## src/rtl/riscv_cpu_pkg.sv

```systemverilog
// Shared CPU package: memory arbiter state/owner encodings and default sizes.
package riscv_cpu_pkg;

  localparam int DATA_WIDTH       = 32;
  localparam int STARVE_LIMIT_DEF = 4;

  typedef enum logic [1:0] {
    ARB_IDLE = 2'd0,
    ARB_REQ  = 2'd1,
    ARB_WAIT = 2'd2
  } arb_state_e;

  typedef enum logic {
    OWNER_INSTR = 1'b0,
    OWNER_DATA  = 1'b1
  } arb_owner_e;

endpackage

```

## src/rtl/riscv_arb_select.sv

```systemverilog
// Owner selection for the memory arbiter: data first, with an optional fetch
// starvation limiter enabled by MEM_ARB_FAIR_EN.
module riscv_arb_select
  import riscv_cpu_pkg::*;
#(
  parameter int STARVE_LIMIT = STARVE_LIMIT_DEF
) (
  input  logic       clk,
  input  logic       rst,
  input  logic       instr_req_i,
  input  logic       data_req_i,
  input  logic       instr_gnt_i,
  input  logic       data_gnt_i,
  output arb_owner_e owner_o
);

`ifdef MEM_ARB_FAIR_EN
  localparam int CNT_W = $clog2(STARVE_LIMIT + 1);
  localparam logic [CNT_W-1:0] LIMIT = CNT_W'(STARVE_LIMIT);

  logic [CNT_W-1:0] starve_cnt_q, starve_cnt_d;

  // Count data grants that left a waiting fetch behind; any fetch grant clears.
  always_comb begin
    starve_cnt_d = starve_cnt_q;
    if (instr_gnt_i) begin
      starve_cnt_d = '0;
    end else if (data_gnt_i && instr_req_i && (starve_cnt_q != LIMIT)) begin
      starve_cnt_d = starve_cnt_q + 1'b1;
    end
  end

  always_ff @(posedge clk) begin
    if (rst) begin
      starve_cnt_q <= '0;
    end else begin
      starve_cnt_q <= starve_cnt_d;
    end
  end

  always_comb begin
    owner_o = OWNER_INSTR;
    if (data_req_i && !(instr_req_i && (starve_cnt_q == LIMIT))) begin
      owner_o = OWNER_DATA;
    end
  end
`else
  logic unused_fair;
  assign unused_fair = ^{clk, rst, instr_req_i, instr_gnt_i, data_gnt_i};
  assign owner_o     = data_req_i ? OWNER_DATA : OWNER_INSTR;
`endif

endmodule

```

## src/rtl/riscv_mem_arbiter.sv

```systemverilog
// Shares the single memory port between fetch and load/store, one outstanding
// transaction at a time. Define MEM_ARB_FAIR_EN to enable the fetch starvation limiter.
module riscv_mem_arbiter
  import riscv_cpu_pkg::*;
#(
  parameter int MEM_ADDR_WIDTH = 32,
  parameter int DATA_WIDTH     = riscv_cpu_pkg::DATA_WIDTH,
  parameter int STARVE_LIMIT   = STARVE_LIMIT_DEF
) (
  input  logic                      clk,
  input  logic                      rst,
  input  logic                      instr_req_i,
  input  logic [MEM_ADDR_WIDTH-1:0] instr_addr_i,
  output logic                      instr_gnt_o,
  output logic                      instr_rvalid_o,
  output logic [DATA_WIDTH-1:0]     instr_rdata_o,
  input  logic                      data_req_i,
  input  logic                      data_we_i,
  input  logic [DATA_WIDTH/8-1:0]   data_be_i,
  input  logic [MEM_ADDR_WIDTH-1:0] data_addr_i,
  input  logic [DATA_WIDTH-1:0]     data_wdata_i,
  output logic                      data_gnt_o,
  output logic                      data_rvalid_o,
  output logic [DATA_WIDTH-1:0]     data_rdata_o,
  output logic                      mem_req_o,
  output logic                      mem_we_o,
  output logic [DATA_WIDTH/8-1:0]   mem_be_o,
  output logic [MEM_ADDR_WIDTH-1:0] mem_addr_o,
  output logic [DATA_WIDTH-1:0]     mem_wdata_o,
  input  logic                      mem_gnt_i,
  input  logic                      mem_rvalid_i,
  input  logic [DATA_WIDTH-1:0]     mem_rdata_i
);

  arb_state_e state_q, state_d;
  arb_owner_e owner_q, owner_d, sel_owner;
  logic       instr_gnt, data_gnt;

  assign instr_gnt = (state_q == ARB_REQ) && mem_gnt_i && (owner_q == OWNER_INSTR);
  assign data_gnt  = (state_q == ARB_REQ) && mem_gnt_i && (owner_q == OWNER_DATA);

  riscv_arb_select #(
    .STARVE_LIMIT(STARVE_LIMIT)
  ) u_select (
    .clk        (clk),
    .rst        (rst),
    .instr_req_i(instr_req_i),
    .data_req_i (data_req_i),
    .instr_gnt_i(instr_gnt),
    .data_gnt_i (data_gnt),
    .owner_o    (sel_owner)
  );

  // Owner is latched only when leaving IDLE and stays fixed until the response.
  always_comb begin
    state_d = state_q;
    owner_d = owner_q;
    case (state_q)
      ARB_IDLE: begin
        if (instr_req_i || data_req_i) begin
          state_d = ARB_REQ;
          owner_d = sel_owner;
        end
      end
      ARB_REQ:  if (mem_gnt_i)    state_d = ARB_WAIT;
      ARB_WAIT: if (mem_rvalid_i) state_d = ARB_IDLE;
      default:  state_d = ARB_IDLE;
    endcase
  end

  always_ff @(posedge clk) begin
    if (rst) begin
      state_q <= ARB_IDLE;
      owner_q <= OWNER_INSTR;
    end else begin
      state_q <= state_d;
      owner_q <= owner_d;
    end
  end

  // Outputs are forced to zero for the whole reset cycle, not just after the edge.
  always_comb begin
    mem_req_o      = 1'b0;
    mem_we_o       = 1'b0;
    mem_be_o       = '0;
    mem_addr_o     = '0;
    mem_wdata_o    = '0;
    instr_gnt_o    = 1'b0;
    instr_rvalid_o = 1'b0;
    instr_rdata_o  = '0;
    data_gnt_o     = 1'b0;
    data_rvalid_o  = 1'b0;
    data_rdata_o   = '0;
    if (!rst) begin
      instr_rdata_o = mem_rdata_i;
      data_rdata_o  = mem_rdata_i;
      instr_gnt_o   = instr_gnt;
      data_gnt_o    = data_gnt;
      if (state_q == ARB_REQ) begin
        mem_req_o = 1'b1;
        if (owner_q == OWNER_DATA) begin
          mem_we_o    = data_we_i;
          mem_be_o    = data_be_i;
          mem_addr_o  = data_addr_i;
          mem_wdata_o = data_wdata_i;
        end else begin
          mem_be_o   = '1;
          mem_addr_o = instr_addr_i;
        end
      end
      if ((state_q == ARB_WAIT) && mem_rvalid_i) begin
        instr_rvalid_o = (owner_q == OWNER_INSTR);
        data_rvalid_o  = (owner_q == OWNER_DATA);
      end
    end
  end

endmodule

```

## config.mk

```make
export PLATFORM = sky130hd
export DESIGN_NAME = riscv_mem_arbiter
export DESIGN_NICKNAME = d
export VERILOG_FILES = /design/src/rtl/riscv_cpu_pkg.sv /design/src/rtl/riscv_arb_select.sv /design/src/rtl/riscv_mem_arbiter.sv
export SDC_FILE = /design/constraint.sdc
export NUM_CORES = 1
export LEC_CHECK = 0
export CAP_MARGIN = 10
export CORE_AREA = 2 2 107 109
export DETAILED_ROUTE_END_ITERATION = 7
export DIE_AREA = 0 0 109 111
export GPL_TIMING_DRIVEN = 0
export PLACE_DENSITY = 0.67
export REMOVE_ABC_BUFFERS = 1
export SKIP_CTS_REPAIR_TIMING = 1
export SYNTH_ARGS = -nofsm -noshare
export SYNTH_HDL_FRONTEND = slang
export SYNTH_SLANG_ARGS = --single-unit
```

## constraint.sdc

```tcl
create_clock -name clk -period 3.9 [get_ports clk]
set_clock_uncertainty 0.2 [all_clocks]
set_input_delay 0.975 -clock clk [delete_from_list [all_inputs] [get_ports clk]]
set_output_delay 0.975 -clock clk [all_outputs]
set_load 0.005 [all_outputs]
```

; ---- Word-level counts from Yosys, hierarchy flattened
; Index checks and enable logic that the tools add are counted.
[op_classes]
eq_ne = 5
mux = 26
bitwise_logic = 1
n_reduce_logical = 8
[ops]
columns = operator, count
row1 = $mux 32, 7
row2 = $mux 1, 12
row3 = $mux 4, 3
row4 = $mux 2, 3
row5 = $ne 2x2->1 const B, 3
row6 = $pmux 2 s3, 1
row7 = $logic_and 1x1->1, 4
row8 = $reduce_and 3->1, 1
row9 = $eq 2x1->1 const B, 1
row10 = $eq 2x2->1 const B, 1
row11 = $logic_not 2->1, 1
row12 = $reduce_and 2->1, 1
row13 = $logic_or 1x1->1, 1
row14 = $not 1->1, 1
[word_totals]
ff_bits = 3
in_bits = 139
output_inout_bits = 138
wordCells = 42

; ---- Logic depth before layout (Yosys ltp)
; Gate-level depths: netlist of the first run.
[depth]
ltp_word = 4
ltp_mapped = 5
ltp_nobuf = 2

; ---- Hierarchy
; Synthesis of the first run repeated with hierarchy kept, for this count alone.
[unflattened]
cells_unflattened = 215
hier_area_um2 = 1441.4
[modules_own_cells]
columns = module, instances, cells_per_inst, area_each_um2, seq_area_each_um2
row1 = riscv_mem_arbiter, 1, 214, 1433.9, 60.1
row2 = riscv_arb_select, 1, 1, 7.5, 0.0

; ---- Worst setup path before layout of the first run
; Ideal clock, no wire load.
[synth_timing]
path_type = input-to-output
from = in rst
to = out instr_rdata_o[19]
t_arrival_ns = 1.752
t_required_ns = 2.725
slack_ns = 0.973
path_stages = 4
n_path_buf = 3
path_cell_list = clkbuf_1 clkbuf_1 nor2b_1 buf_4
[synth_between]
elab_chain_len = 1
[synth_lines]
columns = item, line
row1 = from (decl), riscv_mem_arbiter.sv:11  ; input logic rst,
row2 = $mux 32, -
row3 = to (decl), riscv_mem_arbiter.sv:16  ; output logic [DATA_WIDTH-1:0] instr_rdata_o,
; No other way between the ends.

; ---- Final worst setup path of the first run
[layout_timing]
from = in rst
to = out mem_addr_o[21]
[layout_between]
elab_chain_len = 1
[layout_lines]
columns = item, line
row1 = $mux 32, riscv_mem_arbiter.sv:94  ; if (!rst) begin
row2 = to (decl), riscv_mem_arbiter.sv:28  ; output logic [MEM_ADDR_WIDTH-1:0] mem_addr_o,
; No other way between the ends.

==> reports/qor_table.md, run 1 <==
| Group | Quantity | Reported |
|:---|:---|:---|
| critical path | Setup crit end kind | output port |
| die | Area of the die | 12100 sq um |
| die | Die span in x | 109 um |
| grt | Maximum number of pins on one net before global-route repair | 41 |
| timing | Final period utilization | 98.3% |
| final layout | Area growth syn-to-layout | 197% |
| critical path | Critical Path Fanout Max | 18 |
| synthesis | Number of flops mapped to enable cells by yosys | 0 |
| critical path | CP arrival | 2.66 ns |
| synthesis | Number of distinct library cell variants in the gate-level netlist after synthesis | 24 |
| die | Die boundary height | 111 um |
| timing | Setup TNS Final | 0 ns |
| synthesis | Top post-synthesis cells by area | sky130_fd_sc_hd__mux2i_1, sky130_fd_sc_hd__buf_4, sky130_fd_sc_hd__and2_1, sky130_fd_sc_hd__nor2b_1, sky130_fd_sc_hd__nor2_1 |
| timing | Final hold violations | 0 |
| die | CORE AREA | 11100 sq um |
| synthesis | Post-synthesis sequential area ratio | 4.24% |
| synthesis | Synth Instances | 207 |
| placement | Post-Place Setup Slack | -1.43 ns |
| final layout | # nets final | 583 |
| clocking | Deepest level of the CTS H-tree | 1 |
| synthesis | Most common flop cell mapped by yosys | sky130_fd_sc_hd__dfxtp_1 |
| grt | First-pass GRT wire length | 10.9 mm |
| power | Total Power Consumption | 591 uW |
| synthesis | Share of flip-flops with an asynchronous set or reset after synthesis | 0% |
| timing | Worst slew pin tran | 0.415 ns |
| routing | Remaining design rule violation count | 0 |
| synthesis | Mean cell area of the mapped netlist | 6.84 sq um |
| timing | Final count of pins violating max slew | 0 |
| routing | Overall routed net length | 7.69 mm |
| synthesis | Area share of the leading cell type in the synthesized netlist | 22.6% |
| synthesis | Warning count from the yosys run | 0 |
| final layout | Final Util | 37.9% |
| grt | Total global routing overflow | 0 |
| timing | Total of endpoints with negative setup slack in the final report | 0 |
| hold path | Worst hold-check path type | register to register |
| synthesis | Synth Register Bits | 3 |
| critical path | Required time of the critical path | 2.72 ns |
| routing | Via count | 2193 |
| placement | Detail Placement HPWL | 6.40 mm |
| routing | Length of the first detailed-routing pass in iterations | 4 |
| routing | Mean number of vias per cell | 3.74 |
| die | Initial Util | 12.8% |
| critical path | Launching element type of the critical path | primary input |
| final layout | ANT cells | 0 |
| routing | Drt initial violations | 29 |
| clocking | Num CTS Buffers | 3 |
| timing | Rel. slew slack | 72.4% |
| routing | Routed length per instance | 13.1 um |
| timing | RSZ-0062 raised after global routing | no |
| die | Number of top-level pins | 277 |
| final layout | Share of cells above drive strength 1 | 3.39% |
| routing | Residual antenna-violating net count after detailed routing | 0 |
| grt | Via count of the first global-routing pass | 2187 |
| power | Highest ir drop seen on vdd | 0.157 mV |
| clocking | CTS root buffer | sky130_fd_sc_hd__clkbuf_16 |
| clocking | Clock tree from TritonCTS | built |
| die | Cell row count | 39 |
| timing | Achievable clock frequency | 261 MHz |
| grt | Number of antenna violations at the first check in global routing | 0 |
| flow run | Max-Cap Viols | 0 |
| outcome | Outcome | finished clean |
| power | Cell area power density | 141 nW/um^2 |
| critical path | Critical path type | primary input to output port |
| clocking | Sink Count | 3 |
| synthesis | Cell taking the most area after synthesis | sky130_fd_sc_hd__mux2i_1 |
| placement | Placer's final routability congestion estimate | 0.802 |
| grt | Total global-route track usage | 11.4% |
| clocking | Clk Latency, worst-skew pair | 0.22 ns |
| timing | Final worst-path setup slack | 0.0670 ns |
| timing | Min cycle time layout | 3.83 ns |
| power | Leakage power summed over all cells | 0.00155 uW |
| placement | Total of buffers placed on input and output ports | 276 |
| timing | Hold Worst Slack | 0.409 ns |
| clocking | Max clock buf depth | 2 |
| clocking | Clock slew seen by the registers of the worst setup and hold paths | 0.03 ns |
| synthesis | Mapped Area | 1420 sq um |
-- layout make-up --
class                           count  area [sq um]
Fill cell                        1102          6880
Timing Repair Buffer              281          2870
Multi-Input combinational cell    150           997
Tap cell                          143           179
Clock buffer                        4          78.8
Sequential cell                     3          61.3
Inverter                            5          18.8
-- cells in the final DEF, fill, tap and decap left out --
cell | Yosys | final
sky130_fd_sc_hd__nor2b_1 | 32 | 32
sky130_fd_sc_hd__nand3b_1 | 2 | 2
sky130_fd_sc_hd__dfxtp_1 | 3 | 2
sky130_fd_sc_hd__or3b_2 | 1 | 1
sky130_fd_sc_hd__nor2_1 | 32 | 32
sky130_fd_sc_hd__nor2_2 | 1 | 1
sky130_fd_sc_hd__nor4_1 | 1 | 1
sky130_fd_sc_hd__clkbuf_16 | 0 | 4
sky130_fd_sc_hd__buf_16 | 0 | 1
sky130_fd_sc_hd__nor3_1 | 1 | 1
sky130_fd_sc_hd__and4bb_4 | 0 | 1
sky130_fd_sc_hd__or4b_2 | 1 | 1
sky130_fd_sc_hd__a21oi_1 | 5 | 5
sky130_fd_sc_hd__nand2_1 | 1 | 1
sky130_fd_sc_hd__and2_1 | 34 | 34
sky130_fd_sc_hd__clkbuf_1 | 9 | 1
sky130_fd_sc_hd__clkdlybuf4s50_1 | 0 | 275
sky130_fd_sc_hd__mux2i_1 | 32 | 32
sky130_fd_sc_hd__dfxtp_2 | 0 | 1
sky130_fd_sc_hd__nor3b_1 | 2 | 2
sky130_fd_sc_hd__or3b_4 | 0 | 1
sky130_fd_sc_hd__buf_2 | 3 | 1
sky130_fd_sc_hd__o21ai_0 | 1 | 1
sky130_fd_sc_hd__buf_8 | 0 | 1
sky130_fd_sc_hd__nand2b_1 | 1 | 1
sky130_fd_sc_hd__buf_12 | 0 | 2
sky130_fd_sc_hd__o311a_1 | 1 | 1
sky130_fd_sc_hd__inv_1 | 5 | 5
-- logic make-up after synthesis --
kind of cell,Yosys count,synth area share (%)
multiplexers,32,22.6
buffers and inverters,54,25.7
AO/OA/AOI/OAI,7,2.83
AND/OR/NAND/NOR,111,44.6
flip-flops,3,4.24
-- per-stage QoR --
step           cells  cell area, sq um
3_5_place_dp     578              4030
3_3_place_gp     577              4010
2_1_floorplan    158              1070
4_1_cts          582              4110
5_1_grt          586              4200
6_report         586              4200
-- registers in the layout (all words and copies together) (netlist names) --
name     flops
state_q      2
owner_q      1
-- path summary, 6_finish.rpt --
path,cells after the start,to,slack (ns),start
max,6,mem_addr_o[21],0.07,rst
min,2,state_q[1],0.41,state_q[0]
max reg2reg,2,owner_q,2.48,state_q[0]
min reg2reg,2,state_q[1],0.41,state_q[0]
-- power breakdown --
group          total, uW  switching (uW)  leakage [uW]  internal, uW
Clock                162            27.0     0.0000382           135
Combinational        385             109       0.00149           276
Sequential          44.3            10.4     0.0000252          33.9
Total                591             147       0.00155           445
-- cells in the mapped netlist (3+ instances only) --
library cell,number
sky130_fd_sc_hd__nor2_1,32
sky130_fd_sc_hd__buf_6,5
sky130_fd_sc_hd__and2_1,34
sky130_fd_sc_hd__a21oi_1,5
sky130_fd_sc_hd__inv_1,5
sky130_fd_sc_hd__buf_2,3
sky130_fd_sc_hd__mux2i_1,32
sky130_fd_sc_hd__nor2b_1,32
sky130_fd_sc_hd__buf_4,32
sky130_fd_sc_hd__clkbuf_1,9
sky130_fd_sc_hd__dfxtp_1,3
-- metal layers --
layer | track usage, % | vias to the layer above | share of wire, %
met2 | 22.8 | 122 | 55
li1 | - | 1096 | -
met4 | 3.08 | 0 | 0.72
met3 | 1.76 | 2 | 8.1
met5 | 0 | - | 0
met1 | 11.9 | 973 | 36
-- critical path, stage by stage --
cell and delay, ns:
sky130_fd_sc_hd__buf_2 0.19, sky130_fd_sc_hd__buf_16 0.18, sky130_fd_sc_hd__or3b_4 0.44, sky130_fd_sc_hd__buf_12 0.17
sky130_fd_sc_hd__nor2_1 0.16, sky130_fd_sc_hd__clkdlybuf4s50_1 0.53
No activity file was read; power rests on OpenSTA's default activity.
==> inputs of run 2 (changes only) <==
TNS_END_PERCENT = 100   (was default)
==> results of run 2 <==
Final layout, timing and power as in run 1 (identical DEF).
==> inputs of run 3 (changes only) <==
PLACE_DENSITY = default   (was 0.67)
==> run 3 against run 2 <==
Compared with the run above:
- count of clock-buffer cells in the layout stayed put
- via count is 3.4% higher
- final cell count stayed put
- critical endpoint is now mem_be_o[2]
==> reports/qor_table.md, run 3 (synthesized netlist as in run 1, its figures left out) <==
| Group | Quantity | Reported | vs previous |
|:---|:---|:---|:---|
| outcome | Outcome | finished clean |  |
| timing | Setup TNS Final | 0 ns | unchanged |
| routing | Remaining design rule violation count | 0 | unchanged |
| grt | Total global routing overflow | 0 | unchanged |
| final layout | Flip-flop count of the largest register after layout | 2 | unchanged |
| timing | Total of endpoints with negative setup slack in the final report | 0 | unchanged |
| critical path | Cells along the critical path | buf_2 > buf_16 > or3b_4 > buf_16 > a21oi_1 > clkdlybuf4s50_1 |  |
| power | Leakage power summed over all cells | 0.00154 uW | -0.55% |
| timing | RSZ-0062 raised after global routing | no |  |
| die | Die boundary height | 111 um | unchanged |
| clocking | Clk Latency, worst-skew pair | 0.22 ns | about the same |
| die | Number of top-level pins | 277 | unchanged |
| final layout | Commonest non-fill, non-tap cell in the layout | sky130_fd_sc_hd__clkdlybuf4s50_1 |  |
| clocking | Max clock buf depth | 2 | unchanged |
| clocking | Clock tree from TritonCTS | built |  |
| critical path | Maximum single-stage delay on the critical path | 0.52 ns | about the same |
| die | Initial Util | 12.8% | unchanged |
| final layout | Multi-input logic area | 1010 sq um | +1.3% |
| clocking | CTS root buffer | sky130_fd_sc_hd__clkbuf_16 |  |
| timing | Min cycle time layout | 3.79 ns | -0.0454 ns |
| power | Highest ir drop seen on vdd | 0.109 mV | -30% |
| final layout | Fill cell count | 1163 | +5.5% |
| timing | Final hold violations | 0 | unchanged |
| grt | Number of antenna violations at the first check in global routing | 0 | unchanged |
| die | Die span in x | 109 um | unchanged |
| clocking | Clock slew seen by the registers of the worst setup and hold paths | 0.03 ns | about the same |
| clocking | Sink Count | 3 | unchanged |
| power | Total Power Consumption | 594 uW | +0.39% |
| routing | Overall routed net length | 8.30 mm | +8.0% |
| placement | Total of buffers placed on input and output ports | 276 | unchanged |
| hold path | Worst hold-check path type | register to register |  |
| critical path | Critical Path Fanout Max | 34 | +16 |
| final layout | # nets final | 583 | unchanged |
| routing | Via count | 2267 | +3.4% |
| routing | Routed length per instance | 14.2 um | +8.0% |
| critical path | Required time of the critical path | 2.72 ns | about the same |
| grt | Maximum number of pins on one net before global-route repair | 41 | unchanged |
| die | Cell row count | 39 | unchanged |
| routing | Length of the first detailed-routing pass in iterations | 4 | unchanged |
| grt | Via count of the first global-routing pass | 2286 | +4.5% |
| placement | Post-Place Setup Slack | -1.38 ns | +0.0550 ns |
| clocking | Num CTS Buffers | 3 | unchanged |
| timing | Achievable clock frequency | 264 MHz | +1.2% |
| grt | Total global-route track usage | 11.6% | +0.14 points |
| timing | Hold Worst Slack | 0.480 ns | +0.0713 ns |
| critical path | Slowest-stage cell, CP | sky130_fd_sc_hd__clkdlybuf4s50_1 |  |
| final layout | Sequential cell area | 61.3 sq um | unchanged |
| final layout | Area growth syn-to-layout | 196% |  |
| critical path | Cell repeated most along the worst path | sky130_fd_sc_hd__buf_16 |  |
| final layout | Most flop-heavy register | state_q |  |
| timing | Worst slew pin tran | 0.547 ns | +0.132 ns |
| critical path | Setup crit end kind | output port |  |
| routing | Mean number of vias per cell | 3.87 | +3.4% |
| timing | Final count of pins violating max slew | 0 | unchanged |
| die | CORE AREA | 11100 sq um | unchanged |
| clocking | Deepest level of the CTS H-tree | 1 | unchanged |
| placement | Detail Placement HPWL | 6.77 mm | +5.7% |
| flow run | Max-Cap Viols | 0 | unchanged |
| placement | Placer's final routability congestion estimate | 0.813 | +1.4% |
| final layout | Largest registers | state_q x2, owner_q x1 |  |
| final layout | Final non-filler cell total | 586 | unchanged |
| timing | Final worst-path setup slack | 0.112 ns | +0.0454 ns |
| power | Cell area power density | 142 nW/um^2 | +0.69% |
| timing | Final period utilization | 97.1% | -1.2 points |
| critical path | CP arrival | 2.61 ns | -0.05 ns |
| critical path | Critical path type | primary input to output port |  |
| critical path | Launching element type of the critical path | primary input |  |
| final layout | Most used cells in the layout excluding fill and tap cells | sky130_fd_sc_hd__clkdlybuf4s50_1, sky130_fd_sc_hd__and2_1, sky130_fd_sc_hd__nor2b_1, sky130_fd_sc_hd__mux2i_1, sky130_fd_sc_hd__nor2_1 |  |
| placement | Dpl cells | 578 | unchanged |
| timing | Rel. slew slack | 63.6% | -8.8 points |
| final layout | ANT cells | 0 | unchanged |
| final layout | Share of cells above drive strength 1 | 3.39% | unchanged |
| routing | Drt initial violations | 56 | +93% |
| die | Area of the die | 12100 sq um | unchanged |
| grt | First-pass GRT wire length | 11.2 mm | +2.8% |
| routing | Residual antenna-violating net count after detailed routing | 0 | unchanged |
[run 3: cell count changes in the layout (fill, tap and decap cells not counted), sizes merged]
cell    before  now
and4bb       1    2
clkbuf       5    4
[run 3: layout make-up]
cell class,count,area share [%]
multi-input cells,151,24.1
well taps,143,4.27
flip-flops and latches,3,1.46
clock buffers,4,1.88
inverters,5,0.448
repair buffers,280,67.8
[run 3: power by group]
part / internal, uW / switching (uW) / total [uW]
Sequential: 33.9 / 14.3 / 48.2
Combinational: 275 / 107 / 382
Clock: 135 / 28.5 / 163
[run 3: path summary, 6_finish.rpt]
check                           startpoint          end  slack [ns]  depth (start not counted)
worst max-delay path                   rst  mem_be_o[2]        0.11                          6
worst min-delay path            state_q[0]   state_q[1]        0.48                          2
worst max register to register  state_q[0]      owner_q        2.42                          2
worst min register to register  state_q[0]   state_q[1]        0.48                          2
[run 3: layer usage]
metal | share of wire [%] | routed length, um | track usage, %
met5 | 0 | 0 | 0
met4 | 0.69 | 57 | 1.88
met3 | 12 | 995 | 3.70
met2 | 53 | 4390 | 22.4
met1 | 34 | 2850 | 11.9
[run 3: worst max-delay path: cells and delay by family]
kind	cells	cell delay (ns)
buffers and inverters	4	1.04
AND/OR/NAND/NOR	1	0.44
AO/OA/AOI/OAI	1	0.13
[run 3: stage by stage]
step	instance area, sq um	util [%]
CTS	4110	37.1
finish	4190	37.8
detailed placement	4030	36.4
global placement	4010	36.2
global route	4190	37.8
floorplan	1070	-
==> RTL edit 1 (flow settings as in run 3) <==
Set the parameter `MEM_ADDR_WIDTH` to 16 (it was 32).
--- a/src/rtl/riscv_mem_arbiter.sv
+++ b/src/rtl/riscv_mem_arbiter.sv
@@ -4,5 +4,5 @@
   import riscv_cpu_pkg::*;
 #(
-  parameter int MEM_ADDR_WIDTH = 32,
+  parameter int MEM_ADDR_WIDTH = 16,
   parameter int DATA_WIDTH     = riscv_cpu_pkg::DATA_WIDTH,
   parameter int STARVE_LIMIT   = STARVE_LIMIT_DEF
Interface: changed (resized data_addr_i, instr_addr_i and mem_addr_o); port bits go from 277 to 229. The function was not compared with the original's and may differ.
==> RTL edit 1 against run 3 <==
Sequential cell count is the same; register-to-register slack gained 0.07 ns; sequential share of layout area grew 0.26 points; non-clock buffer count shrank 50; final area shrank 17%; area after synthesis shrank 17%; total power shrank 14%; utilization shrank 6.3 points; routed wire length shrank 18%; first-iteration DRC count shrank 27%; setup slack gained 0.034 ns; combinational power shrank 21%; count of clock-buffer cells in the layout is the same; global-route usage shrank 2.6 points; largest cell class unchanged; largest power group unchanged.
==> RTL edit 1: results (changes against run 3) <==
- Status: completed
- CP peak stage delay: 0.53 ns
- Vias in the first global route: 1747 (-24%)
- Placed insts: 497 (-14%)
- Skew-Pair Late Insertion Delay: 0.22 ns (about the same)
- Pwr/cell area: 146 nW/µm² (+3.0%)
- Drt wl/cell: 13.3 µm (-5.9%)
- Most common library cells after synthesis: and2_1 (34), buf_4 (33), nor2b_1 (32)
- First-pass GRT wire length: 8.58 mm (-24%)
- Switch Pwr: 0.123 mW (-18%)
- Predominant post-synthesis flop cell: dfxtp_1
- CTS Buf Count: 3 (unchanged)
- Seq/Total Area, Yosys: 5.10% (+0.86 points)
- Root buffer cell: clkbuf_16
- Initial DRC count: 41 (-27%)
- TritonRoute pass-1 iters: 4 (unchanged)
- Pre-CTS setup slack: -1.07 ns (+0.311 ns)
- Gr usage total: 8.98% (-2.6 points)
- Synth area leaders: buf_4 (21%), and2_1 (18%), nor2b_1 (17%), mux2i_1 (14%), nor2_1 (5.4%)
- IO buf count: 228 (-17%)
- Post-Syn Instances: 171 (-17%)
- Via Count: 1838 (-19%)
- Registers with the most flip-flops: state_q (2), owner_q (1)
- Max IR drop VDD: 0.138 mV (+26%)
- Crit-path max FO: 32 (-5.9%)
- Layout cells sized above 1: 3.87% (+0.48 points)
- Slew at the pin with the worst max-slew slack: 0.632 ns (+0.0851 ns)
- Final WL: 6.77 mm (-18%)
- GPL Wtd Cong: 0.717 (-12%)
- Leakage: 1.27 nW (-18%)
- H-tree Lvls: 1 (unchanged)
- Comb. pwr: 0.303 mW (-21%)
- Hpwl dp: 5.44 mm (-20%)
- Critical Path AT: 2.58 ns (-0.03 ns)
- Initial antenna violation count: 3 (+3)
- Slowest cell on crit path: clkdlybuf4s50_1
- Post-synthesis cell type count: 25 (+4.2%)
- Longest Clk Path Bufs: 2 (unchanged)
- Nets: 470 (-19%)
-- RTL edit 1: cell count changes after synthesis, sizes merged --
cell | before | now
nor2 | 33 | 17
buf | 40 | 38
mux2i | 32 | 16
clkbuf | 9 | 7
-- RTL edit 1: logic make-up after synthesis --
family          count (synthesis)  synth area share (%)
simple gates                   95                  48.5
buf+inv                        50                  28.5
mux                            16                  13.6
compound gates                  7                  4.36
flops                           3                  5.10
-- RTL edit 1: area by class of cell --
type	count	area [µm²]
clock buffers	4	78.8
fillers	1176	7590
diodes	3	7.51
inverters	5	18.8
well taps	143	179
flip-flops and latches	3	60.1
repair buffers	230	2330
multi-input cells	120	813
-- RTL edit 1: final timing paths --
| kind | start | end | slack (ns) | depth (start not counted) |
|---|---|---|---|---|
| hold / removal | state_q[0] | state_q[1] | 0.50 | 2 |
| setup reg to reg | state_q[1] | state_q[1] | 2.49 | 2 |
| setup / recovery | rst | mem_be_o[2] | 0.15 | 5 |
| hold reg to reg | state_q[0] | state_q[1] | 0.50 | 2 |
-- RTL edit 1: stage by stage --
stage	TNS, ns	instance area [µm²]
2_1_floorplan	0	861
3_3_place_gp	-72.18	3320
3_5_place_dp	-79.32	3320
4_1_cts	-78.44	3400
5_1_grt	0	3480
6_report	0	3490
-- RTL edit 1: per-layer routing --
layer  up-vias  GRT usage [%]  part of all wire (%)
met5         -              0                     0
met4         0           1.54                  0.93
met3         6           4.29                    15
met2       132           17.6                    51
met1       804           8.25                    34
li1        896              -                     -
-- RTL edit 1: critical path: cells and delay by family --
kind | cells | cell delay [ns]
AOI/OAI and AO/OA | 1 | 0.13
buffers and inverters | 3 | 0.95
and+or+nand+nor | 1 | 0.50
==> RTL edit 2 (settings of run 3) <==
Without the edit above. Encoding of `arb_state_e`: now one-hot (3 bits for 3 states).
--- a/src/rtl/riscv_cpu_pkg.sv
+++ b/src/rtl/riscv_cpu_pkg.sv
@@ -5,8 +5,8 @@
   localparam int STARVE_LIMIT_DEF = 4;
 
-  typedef enum logic [1:0] {
-    ARB_IDLE = 2'd0,
-    ARB_REQ  = 2'd1,
-    ARB_WAIT = 2'd2
+  typedef enum logic [2:0] {
+    ARB_IDLE = 3'b001,
+    ARB_REQ  = 3'b010,
+    ARB_WAIT = 3'b100
   } arb_state_e;
 
Check against the original RTL: same outputs for any inputs over 10 cycles, from zero or initial values and one cycle with rst high; not proved beyond that.
==> RTL edit 2 against run 3 <==
Utilization down 0.14 points; synthesized cell count up 2.9%; count of clock-buffer cells in the layout down 1; global-route usage about the same; largest cell class unchanged; setup slack better by 0.025 ns; total power up 2.5%; sequential power up 46%; area after synthesis up 2.9%; routed wire length down 7.7%; sequential cell count up 1; final area down 0.36%.
==> RTL edit 2: results (changes against run 3) <==
- Seq/Total Area, Yosys: 5.50% (+1.3 points)
- Vias per Instance: 3.95 (+2.1%)
- Comb_multi_in: 156 (+3.3%)
- Fillers: 1135 (-2.4%)
- Seq area share: 1.95% (+0.49 points)
- Met2 wire len: 3.97 mm (-9.6%)
- Status: completed
- Predominant post-synthesis flop cell: dfxtp_1
- First-pass GRT wire length: 11.2 mm (-0.80%)
- Layout cells sized above 1: 2.26% (-1.1 points)
- IO buf count: 276 (unchanged)
- Reg clk slew, reported paths: 0.03 ns (about the same)
- Non-clock buffering overhead: 66.6% (-1.2 points)
- Met2 GRT Util: 23.1% (+0.66 points)
- Met3 Use GR: 4.29% (+0.59 points)
- Switch Pwr: 0.170 mW (+13%)
- Initial DRC count: 95 (+70%)
- Critical Path AT: 2.59 ns (-0.02 ns)
- Non-clk invs: 3 (-2)
- # clk buffers: 3 (-1)
- Post-synthesis cell type count: 23 (-4.2%)
- H-tree Lvls: 1 (unchanged)
- Met3 WL: 1.09 mm (+9.1%)
- Placed insts: 583 (+0.87%)
- Longest Clk Path Bufs: 2 (unchanged)
- Vias in the first global route: 2301 (+0.66%)
- Most common library cells after synthesis: nor2_1 (36), and3_1 (35), buf_4 (33)
- Initial antenna violation count: 0 (unchanged)
- Root buffer cell: clkbuf_16
- TritonRoute pass-1 iters: 4 (unchanged)
- Mean Syn Cell Area: 6.84 µm² (about the same)
- Layout clock area frac: 1.80% (-0.083 points)
- Cell Area, Placed: 4070 µm² (+0.90%)
- Non-Clock Buffer Count: 277 (-1.1%)
- Post-Syn Instances: 213 (+2.9%)
- Post-route insts no fill: 586 (unchanged)
- Top cell family by delay on the critical path: buffers and inverters
- Sequential cell area: 81.3 µm² (+33%)
- Synth area leaders: mux2i_1 (22%), buf_4 (17%), and3_1 (15%), nor2b_1 (14%), nor2_1 (9.3%)
- N_diodes: 0 (unchanged)
- Top Layer Used: met4
- Registers with the most flip-flops: state_q (3), owner_q (1)
- CP peak stage delay: 0.53 ns
- Largest net degree at the start of global routing: 45 (+9.8%)
- Crit-path max FO: 40 (+18%)
- Met1 Wirelength: 2.56 mm (-10%)
- M1 GR Usage: 11.1% (-0.85 points)
- Sequential cell count: 4 (+1)
- Hpwl dp: 6.58 mm (-2.8%)
- Slew headroom: 50.1% (-13 points)
- Final WL: 7.66 mm (-7.7%)
- GPL Wtd Cong: 0.732 (-9.9%)
- Clk pwr share: 26.6% (-0.9 points)
- Gr usage total: 11.6% (+0.012 points)
- Multi-input gate area: 1030 µm² (+2.4%)
- Pre-CTS setup slack: -1.50 ns (-0.121 ns)
- Clock group power: 0.162 mW
- Leakage: 1.60 nW (+3.8%)
- Comb. pwr: 0.376 mW (-2%)
- Max IR drop VDD: 0.108 mV (-1.1%)
-- RTL edit 2: cell count changes in the layout (fill, tap and decap cells not counted), sizes merged, moves of 3 or more --
cell	run 3	this run
and2	34	0
and3	0	35
buf	5	1
inv	5	2
nor2	33	36
o21a	0	4
-- RTL edit 2: logic make-up after synthesis --
| logic type | count (synthesis) | share of synthesized area (%) |
|---|---|---|
| muxes | 32 | 22.0 |
| buffers and inverters | 53 | 25.0 |
| AOI/OAI and AO/OA | 11 | 4.81 |
| and+or+nand+nor | 113 | 42.7 |
| DFF | 4 | 5.50 |
-- RTL edit 2: path summary, 6_finish.rpt --
path / slack, ns / end / depth (start not counted) / startpoint
max: 0.14 / mem_wdata_o[18] / 6 / rst
min: 0.34 / state_q[1] / 1 / state_q[2]
min reg2reg: 0.34 / state_q[1] / 1 / state_q[2]
max reg2reg: 2.15 / owner_q / 3 / owner_q
